### src/rtl/imem_arb_pkg.sv
`default_nettype none
// ---- imem_arb_pkg : shared types for the imem read-port arbiter ---- rev 1.0
package imem_arb_pkg;
  localparam int IMEM_DW = 64;
  localparam logic ID_FETCH = 1'b0;
  localparam logic ID_DEBUG = 1'b1;

  typedef enum logic {PRI0 = 1'b0, PRI1 = 1'b1} arb_state_t;

  typedef struct packed {
    logic               valid;
    logic               id;
    logic               err;
    logic [IMEM_DW-1:0] data;
  } imem_rsp_t;
endpackage
`default_nettype wire

### src/rtl/rr_arb2.sv
`default_nettype none
// ---- rr_arb2 : two-way round-robin grant with registered priority pointer ---- rev 1.0
module rr_arb2
  import imem_arb_pkg::*;
(
  input  logic clk,
  input  logic reset,
  input  logic req0,
  input  logic req1,
  output logic gnt0,
  output logic gnt1
);
  arb_state_t r_state;

  // Grants are suppressed while reset is held so nothing is accepted.
  assign gnt0 = reset & req0 & (~req1 | (r_state == PRI0));
  assign gnt1 = reset & req1 & (~req0 | (r_state == PRI1));

  always_ff @(posedge clk) begin
    if (!reset)    r_state <= PRI0;
    else if (gnt0) r_state <= PRI1;
    else if (gnt1) r_state <= PRI0;
  end
endmodule
`default_nettype wire

### src/rtl/imem_arbiter.sv
`default_nettype none
// ---- imem_arbiter : shares the imem read port between fetch and debug ---- rev 1.0
module imem_arbiter
  import imem_arb_pkg::*;
#(
  parameter int DEPTH = 32,
  parameter int AW    = 6,
  parameter int DW    = 64
) (
  input  logic          clk,
  input  logic          reset,
  input  logic          req0_valid,
  input  logic [AW-1:0] req0_addr,
  output logic          req0_ready,
  input  logic          req1_valid,
  input  logic [AW-1:0] req1_addr,
  output logic          req1_ready,
  output logic [AW-1:0] mem_addr,
  input  logic [DW-1:0] mem_q,
  output logic          rsp_valid,
  output logic          rsp_id,
  output logic [DW-1:0] rsp_data,
  output logic          rsp_err
);
  localparam logic [AW:0] c_DEPTH = (AW+1)'(DEPTH);

  logic          w_gnt0;
  logic          w_gnt1;
  logic          w_any;
  logic          w_err;
  logic [AW-1:0] w_addr;
  imem_rsp_t     r_rsp;

  rr_arb2 u_arb (
    .clk   (clk),
    .reset (reset),
    .req0  (req0_valid),
    .req1  (req1_valid),
    .gnt0  (w_gnt0),
    .gnt1  (w_gnt1)
  );

  assign req0_ready = w_gnt0;
  assign req1_ready = w_gnt1;
  assign w_any      = w_gnt0 | w_gnt1;

  always_comb begin
    w_addr = '0;
    if (w_gnt0)      w_addr = req0_addr;
    else if (w_gnt1) w_addr = req1_addr;
  end

  assign mem_addr = w_addr;
  assign w_err    = ({1'b0, w_addr} >= c_DEPTH);

  // Payload only updates on a grant; it holds through idle cycles.
  always_ff @(posedge clk) begin
    if (!reset) begin
      r_rsp <= '0;
    end else begin
      r_rsp.valid <= w_any;
      if (w_any) begin
        r_rsp.id   <= w_gnt1 ? ID_DEBUG : ID_FETCH;
        r_rsp.err  <= w_err;
        r_rsp.data <= w_err ? '0 : IMEM_DW'(mem_q);
      end
    end
  end

  assign rsp_valid = r_rsp.valid;
  assign rsp_id    = r_rsp.id;
  assign rsp_err   = r_rsp.err;
  assign rsp_data  = DW'(r_rsp.data);
endmodule
`default_nettype wire

### config.mk
export PLATFORM = sky130hd
export DESIGN_NAME = imem_arbiter
export DESIGN_NICKNAME = d
export VERILOG_FILES = /design/src/rtl/imem_arb_pkg.sv /design/src/rtl/rr_arb2.sv /design/src/rtl/imem_arbiter.sv
export SDC_FILE = /design/constraint.sdc
export NUM_CORES = 1
export LEC_CHECK = 0
export BUFFER_PORTS_ARGS = -buffer_cell sky130_fd_sc_hd__clkbuf_2
export CORE_ASPECT_RATIO = 1.75
export CORE_MARGIN = 2
export CORE_UTILIZATION = 40
export DETAILED_ROUTE_END_ITERATION = 8
export PLACE_DENSITY = 0.72
export SYNTH_ARGS = -nofsm -noshare
export SYNTH_HDL_FRONTEND = slang
export SYNTH_SLANG_ARGS = --single-unit
### constraint.sdc
create_clock -name clk -period 1.42 [get_ports clk]
set_input_delay 0.142 -clock clk [delete_from_list [all_inputs] [get_ports clk]]
set_output_delay 0.142 -clock clk [all_outputs]
set_load 0.1 [all_outputs]
==> results.md, run 1 <==
* Status: complete, but fails checks
* Violated checks: setup timing
* Drt first-iter violations at 289
* Num ports at 155
* Die Ht at 120 um
* Post-synth top cells: 133 x nand3_1, 70 x nand2_1, 68 x dfxtp_1, 64 x nand4_1, 17 x buf_2
* Peak supply drop at 0.000670 V
* Period utilization at 108%
* Die area at 8430 um^2
* Leading area contributor after synthesis: dfxtp_1
* Wire per inst at 15.5 um
* CP max FO at 6
* Final Core Density at 59.9%
* Final hold vios at 0
* H-tree depth at 3
* Final ANT Viol Nets at 0
* Synthesized area per cell at 7.65 um^2
* Synth warnings at 0
* CTS Buf Count at 9
* HP Class: input port to flip-flop
* Count of cell types in the netlist at 19
* Initial antenna violation count at 0
* Fmax at 0.653 GHz
* Via count at 3649
* Endpoints failing setup at 7
* Initial Util at 40.9%
* Critical path arrival at 1390 ps
* Net Count, Synth at 482
* Cell row count at 42
* Asr flop ratio synth at 0%
* Cell Pwr Density at 1290 nW/um^2
* GRT overflow at 0
* Worst-path clk slew at 50 ps
* Max incr delay on CP at 340 ps
* Largest net degree at the start of global routing at 42
* DRC viols at 0
* Detailed Route WL at 9810 um
* Final Max Tran Viols at 0
* Synth Flop Type: dfxtp_1
* CTS max path bufs at 2
* Clk Latency, worst-skew pair at 330 ps
* Yosys top cell area share at 44.3%
* Worst Path Required at 1280 ps
* First-pass GRT wire length at 15500 um
* CP max stage cell: dfxtp_2
* Cells along the critical path: a21boi_4, and2_4, o21ai_4, buf_12
* Cell area after synthesis at 3080 um^2
* Most frequent cell after synthesis: nand3_1
* CP endpoint kind: output port
* Startpoint Class: flip-flop
* Port Buf Inserts at 154
* N_diodes at 0
* Max-slew headroom at 62.1%
* CTS root buf: clkbuf_16
* First-pass iteration count of the detailed router at 6
* Flops & latches, synth at 68
* Post-synth EDFFs at 0
* Dpl hpwl at 6480 um
* Skew final at 3.97 ps
* Sequential area share after synthesis at 44.3%
* Clk sinks at 68
* Worst slew pin tran at 571 ps
* Max Cap Viol at 0
* Leak at 2.11 nW
* Worst Setup Slack, final at -112 ps
* Synth area leaders: dfxtp_1 44%, nand3_1 22%, nand4_1 13%
* Die X at 70.3 um
* Tot GR Track Use at 22.9%
* Core Region at 7510 um^2
* Layout Area Growth over Synthesis at 46.4%
* Critical path class: flip-flop to output port
* Vias per cell at 5.76
* # nets final at 621
* Dpl ws at 40.0 ps
* Fin crit period at 1530 ps
* CTS tree: built
* RSZ-0062 raised after global routing: true
* Final Wtd Congestion at 0.798
* Number of global-route vias before repair at 3323
* Post-Synthesis Cells at 402
* Share of layout cells above drive strength 1 at 37.8%
-- sequential cells by signal (all words and copies together) (netlist names) --
name	flops
rsp_data	64
rsp_id	1
rsp_valid	1
rsp_err	1
u_arb.r_state	1
-- per-layer routing --
| layer | global-route usage, % | wire [um] |
|---|---|---|
| met4 | 13.3 | 401 |
| met5 | 0 | 0 |
| met3 | 5.04 | 652 |
| met1 | 27.0 | 3570 |
| met2 | 37.5 | 5190 |
-- cell families (layout without fill, tap and decap cells) --
group / after synthesis / count (layout) / synth area share, %
AND/OR/NAND/NOR: 277 / 277 / 45.3
flip-flops: 68 / 68 / 44.3
buffers and inverters: 46 / 189 / 8.01
AO/OA/AOI/OAI: 11 / 11 / 2.44
-- cell type report --
type	instances	area [um^2]
clock buffers	13	260
multi-input cells	288	1610
clock inverters	2	10.0
repair buffers	173	1140
fillers	663	3010
inverters	1	3.75
well taps	88	110
flip-flops and latches	68	1360
-- cells in the final DEF, fill, tap and decap left out, types with 2 or more instances in the layout --
master     instances
buf_12            16
clkbuf_16          9
a21oi_1            3
buf_4              8
nor2_4             2
nand4_1           64
nand2b_1           3
nor2b_4            2
buf_6              3
nand3_2            4
clkinv_2           2
nand2_1           69
nand3_1          129
o21ai_4            5
dfxtp_1           67
clkbuf_1           2
clkbuf_2         146
clkbuf_8           2
-- metrics by stage --
step                hold slack (ps)  instances  power, mW  instance area (um^2)  setup TNS (ps)
finish                         64.9        633       5.79                  4500            -703
global route                   62.3        633       5.99                  4500           -1070
CTS                            53.7        633       5.84                  4480            -811
detailed placement              396        613       3.77                  4150               0
global placement                385        613       3.75                  4150               0
floorplan                       288        402       3.35                  3180           -64.2
-- what timing repair did --
action	in CTS	in global routing
setup endpoints to repair	8	12
pin swaps	3	3
gates resized for setup	5	5
buffers inserted	5	0
hold buffers	0	0
-- worst paths after layout --
kind              slack (ps)                        from  cells past startpoint                        end
setup / recovery        -110  u_arb.r_state$_SDFFE_PN0P_                      4                mem_addr[4]
hold / removal            60                   mem_q[49]                      3  rsp_data[49]$_SDFFE_PN0P_
setup reg to reg         120  u_arb.r_state$_SDFFE_PN0P_                      6  rsp_data[12]$_SDFFE_PN0P_
hold reg to reg          460   rsp_data[31]$_SDFFE_PN0P_                      2  rsp_data[31]$_SDFFE_PN0P_
-- worst max-delay path, delay by kind of cell, from the launching register on --
family	cells	cell delay, ps
simple gates	1	290
compound gates	2	270
buf+inv	1	170
flops	1	340
-- power breakdown --
part	total, mW	switching (mW)	internal, mW
clock network	2.03	0.767	1.26
logic	1.69	1.30	0.386
registers	2.08	0.0576	2.02
total	5.79	2.13	3.67
(Power assumes the default switching activity.)
==> inputs of run 2 (changes only) <==
BUFFER_PORTS_ARGS = -buffer_cell sky130_fd_sc_hd__buf_2   (was -buffer_cell sky130_fd_sc_hd__clkbuf_2)
CAP_MARGIN = 30   (was default)
==> run 2 against run 1 <==
  * The run still ends with setup timing left
  * First-iteration DRC count increased by 1.7%
  * Non-clock buffer count decreased by 3
  * Clock power about the same
  * Utilization decreased by 0.68 points
  * Clock skew increased by 2.7 ps
  * Sequential power about the same
  * Via count decreased by 2.5%
  * Final cell count decreased by 0.63%
  * Die area unchanged
==> results.md, run 2 (same netlist as run 1, synthesis figures left out) <==
* Fin crit period at 1560 ps (was 1530 ps)
* Leak at 2.11 nW (about the same)
* Worst Setup Slack, final at -139 ps (was -112 ps)
* CTS tree: built (unchanged)
* Placed cells at 613 (unchanged)
* RSZ-0062 raised after global routing: true (unchanged)
* Final Max Tran Viols at 0 (unchanged)
* Max Cap Viol at 0 (unchanged)
* H-tree depth at 3 (unchanged)
* Die area at 8430 um^2 (unchanged)
* Period utilization at 110% (was 108%)
* CTS root buf: clkbuf_16 (unchanged)
* Critical path class: flip-flop to output port (unchanged)
* Number of global-route vias before repair at 3284 (was 3323)
* Final Wtd Congestion at 0.801 (was 0.798)
* Die Ht at 120 um (unchanged)
* Violated checks: setup timing (unchanged)
* GRT overflow at 0 (unchanged)
* First-pass iteration count of the detailed router at 4 (was 6)
* Critical path arrival at 1420 ps (was 1390 ps)
* Drt first-iter violations at 294 (was 289)
* Hold WS at 60.5 ps (was 64.9 ps)
* Cell row count at 42 (unchanged)
* Largest net degree at the start of global routing at 43 (was 42)
* Most frequent cells in the layout: 146 x buf_2, 129 x nand3_1, 70 x nand2_1 (was 146 x clkbuf_2, 129 x nand3_1, 69 x nand2_1)
* Hold_sp: mem_q[45] (was mem_q[49])
* Vias per cell at 5.66 (was 5.76)
* Port Buf Inserts at 154 (unchanged)
* Worst-path clk slew at 50 ps (about the same)
* CTS max path bufs at 2 (unchanged)
* Final hold vios at 0 (unchanged)
* Skew final at 6.70 ps (was 3.97 ps)
* Endpoints failing setup at 8 (was 7)
* CTS Buf Count at 9 (unchanged)
* Max FFs per register at 64 (unchanged)
* Crit path from: u_arb.r_state$_SDFFE_PN0P_ (unchanged)
* Core Region at 7510 um^2 (unchanged)
* Final setup TNS at -884 ps (was -703 ps)
* Wire per inst at 15.5 um (about the same)
* Commonest non-fill, non-tap cell in the layout: buf_2 (was clkbuf_2)
* Final ANT Viol Nets at 0 (unchanged)
* Worst slew pin tran at 516 ps (was 571 ps)
* Clk Latency, worst-skew pair at 320 ps (was 330 ps)
* Clk sinks at 68 (unchanged)
* CP endpoint kind: output port (unchanged)
* Fmax at 0.641 GHz (was 0.653 GHz)
* Dpl hpwl at 6560 um (was 6480 um)
* Final Core Density at 59.2% (was 59.9%)
* Startpoint Class: flip-flop (unchanged)
* HP Class: input port to flip-flop (unchanged)
* Worst Path Required at 1280 ps (about the same)
* Peak supply drop at 0.000724 V (was 0.000670 V)
* Via count at 3557 (was 3649)
* CP max FO at 6 (unchanged)
* Die X at 70.3 um (unchanged)
* DRC viols at 0 (unchanged)
* Initial antenna violation count at 0 (unchanged)
* Final cell count without fillers at 629 (was 633)
* Status: complete, but fails checks (unchanged)
* First-pass GRT wire length at 15800 um (was 15500 um)
* # nets final at 618 (was 621)
* Share of layout cells above drive strength 1 at 37.3% (was 37.8%)
* Initial Util at 40.9% (unchanged)
* Tot GR Track Use at 23.1% (was 22.9%)
* Layout Area Growth over Synthesis at 44.8% (was 46.4%)
* Max-slew headroom at 65.8% (was 62.1%)
* N_diodes at 0 (unchanged)
* Reg2Reg Launch Point: u_arb.r_state$_SDFFE_PN0P_ (unchanged)
* Detailed Route WL at 9770 um (was 9810 um)
* Num ports at 155 (unchanged)
* Cell Pwr Density at 1300 nW/um^2 (was 1290 nW/um^2)
[run 2: changes by cell type in the layout (fill, tap and decap cells not counted)]
cell        change
buf_2         +146
clkbuf_2      -146
buf_12          -2
clkinv_2        -2
buf_6           -1
clkbuf_1        -1
clkbuf_8        +1
clkinvlp_4      +1
nand2_1         +1
nand2_2         -1
nand2b_2        +1
nand2b_4        -1
[run 2: path summary, 6_finish.rpt]
check,end,slack [ps],depth (start not counted)
worst max-delay path,mem_addr[3],-140,4
worst min-delay path,rsp_data[45]$_SDFFE_PN0P_,60,3
worst max register to register,rsp_data[31]$_SDFFE_PN0P_,130,4
worst min register to register,rsp_data[24]$_SDFFE_PN0P_,460,2
[run 2: repair_timing]
| item | 4_1_cts | 5_1_grt |
|---|---|---|
| pin swaps | 2 | 2 |
| setup endpoints to repair | 7 | 8 |
| hold buffers | 0 | 0 |
| resized for setup | 6 | 1 |
| setup buffers | 2 | 0 |
[run 2: cell type report]
type / count / area [um^2]
clock inverter: 1 / 7.51
inverter: 1 / 3.75
multi-input combinational: 288 / 1600
fill: 687 / 3060
clock buffer: 13 / 270
tap: 88 / 110
sequential: 68 / 1360
timing repair buffer: 170 / 1090
[run 2: through the flow]
| stage | setup WS, ps | power, mW | instance area (um^2) |
|---|---|---|---|
| finish | -139 | 5.80 | 4450 |
| global route | -196 | 6.02 | 4450 |
| CTS | -167 | 5.85 | 4450 |
| detailed placement | 97.3 | 3.76 | 4120 |
| global placement | 134 | 3.74 | 4120 |
| floorplan | -12.3 | 3.35 | 3180 |
[run 2: worst max-delay path: stages, from the launching register on]
cell and delay [ps]:
dfxtp_2 330, a21boi_4 210, and2_4 300, o21ai_4 80
buf_12 160
[run 2: power breakdown]
group          internal, mW  switching (mW)
sequential             2.02          0.0543
clock                  1.30           0.754
combinational         0.370            1.30
total                  3.69            2.11
[run 2: routing by layer]
| layer | up-vias | wire (um) | GRT usage [%] |
|---|---|---|---|
| li1 | 1716 | - | - |
| met1 | 1656 | 3620 | 27.4 |
| met2 | 158 | 5210 | 38.7 |
| met3 | 27 | 630 | 5.71 |
| met4 | 0 | 308 | 10.5 |
| met5 | - | 0 | 0 |
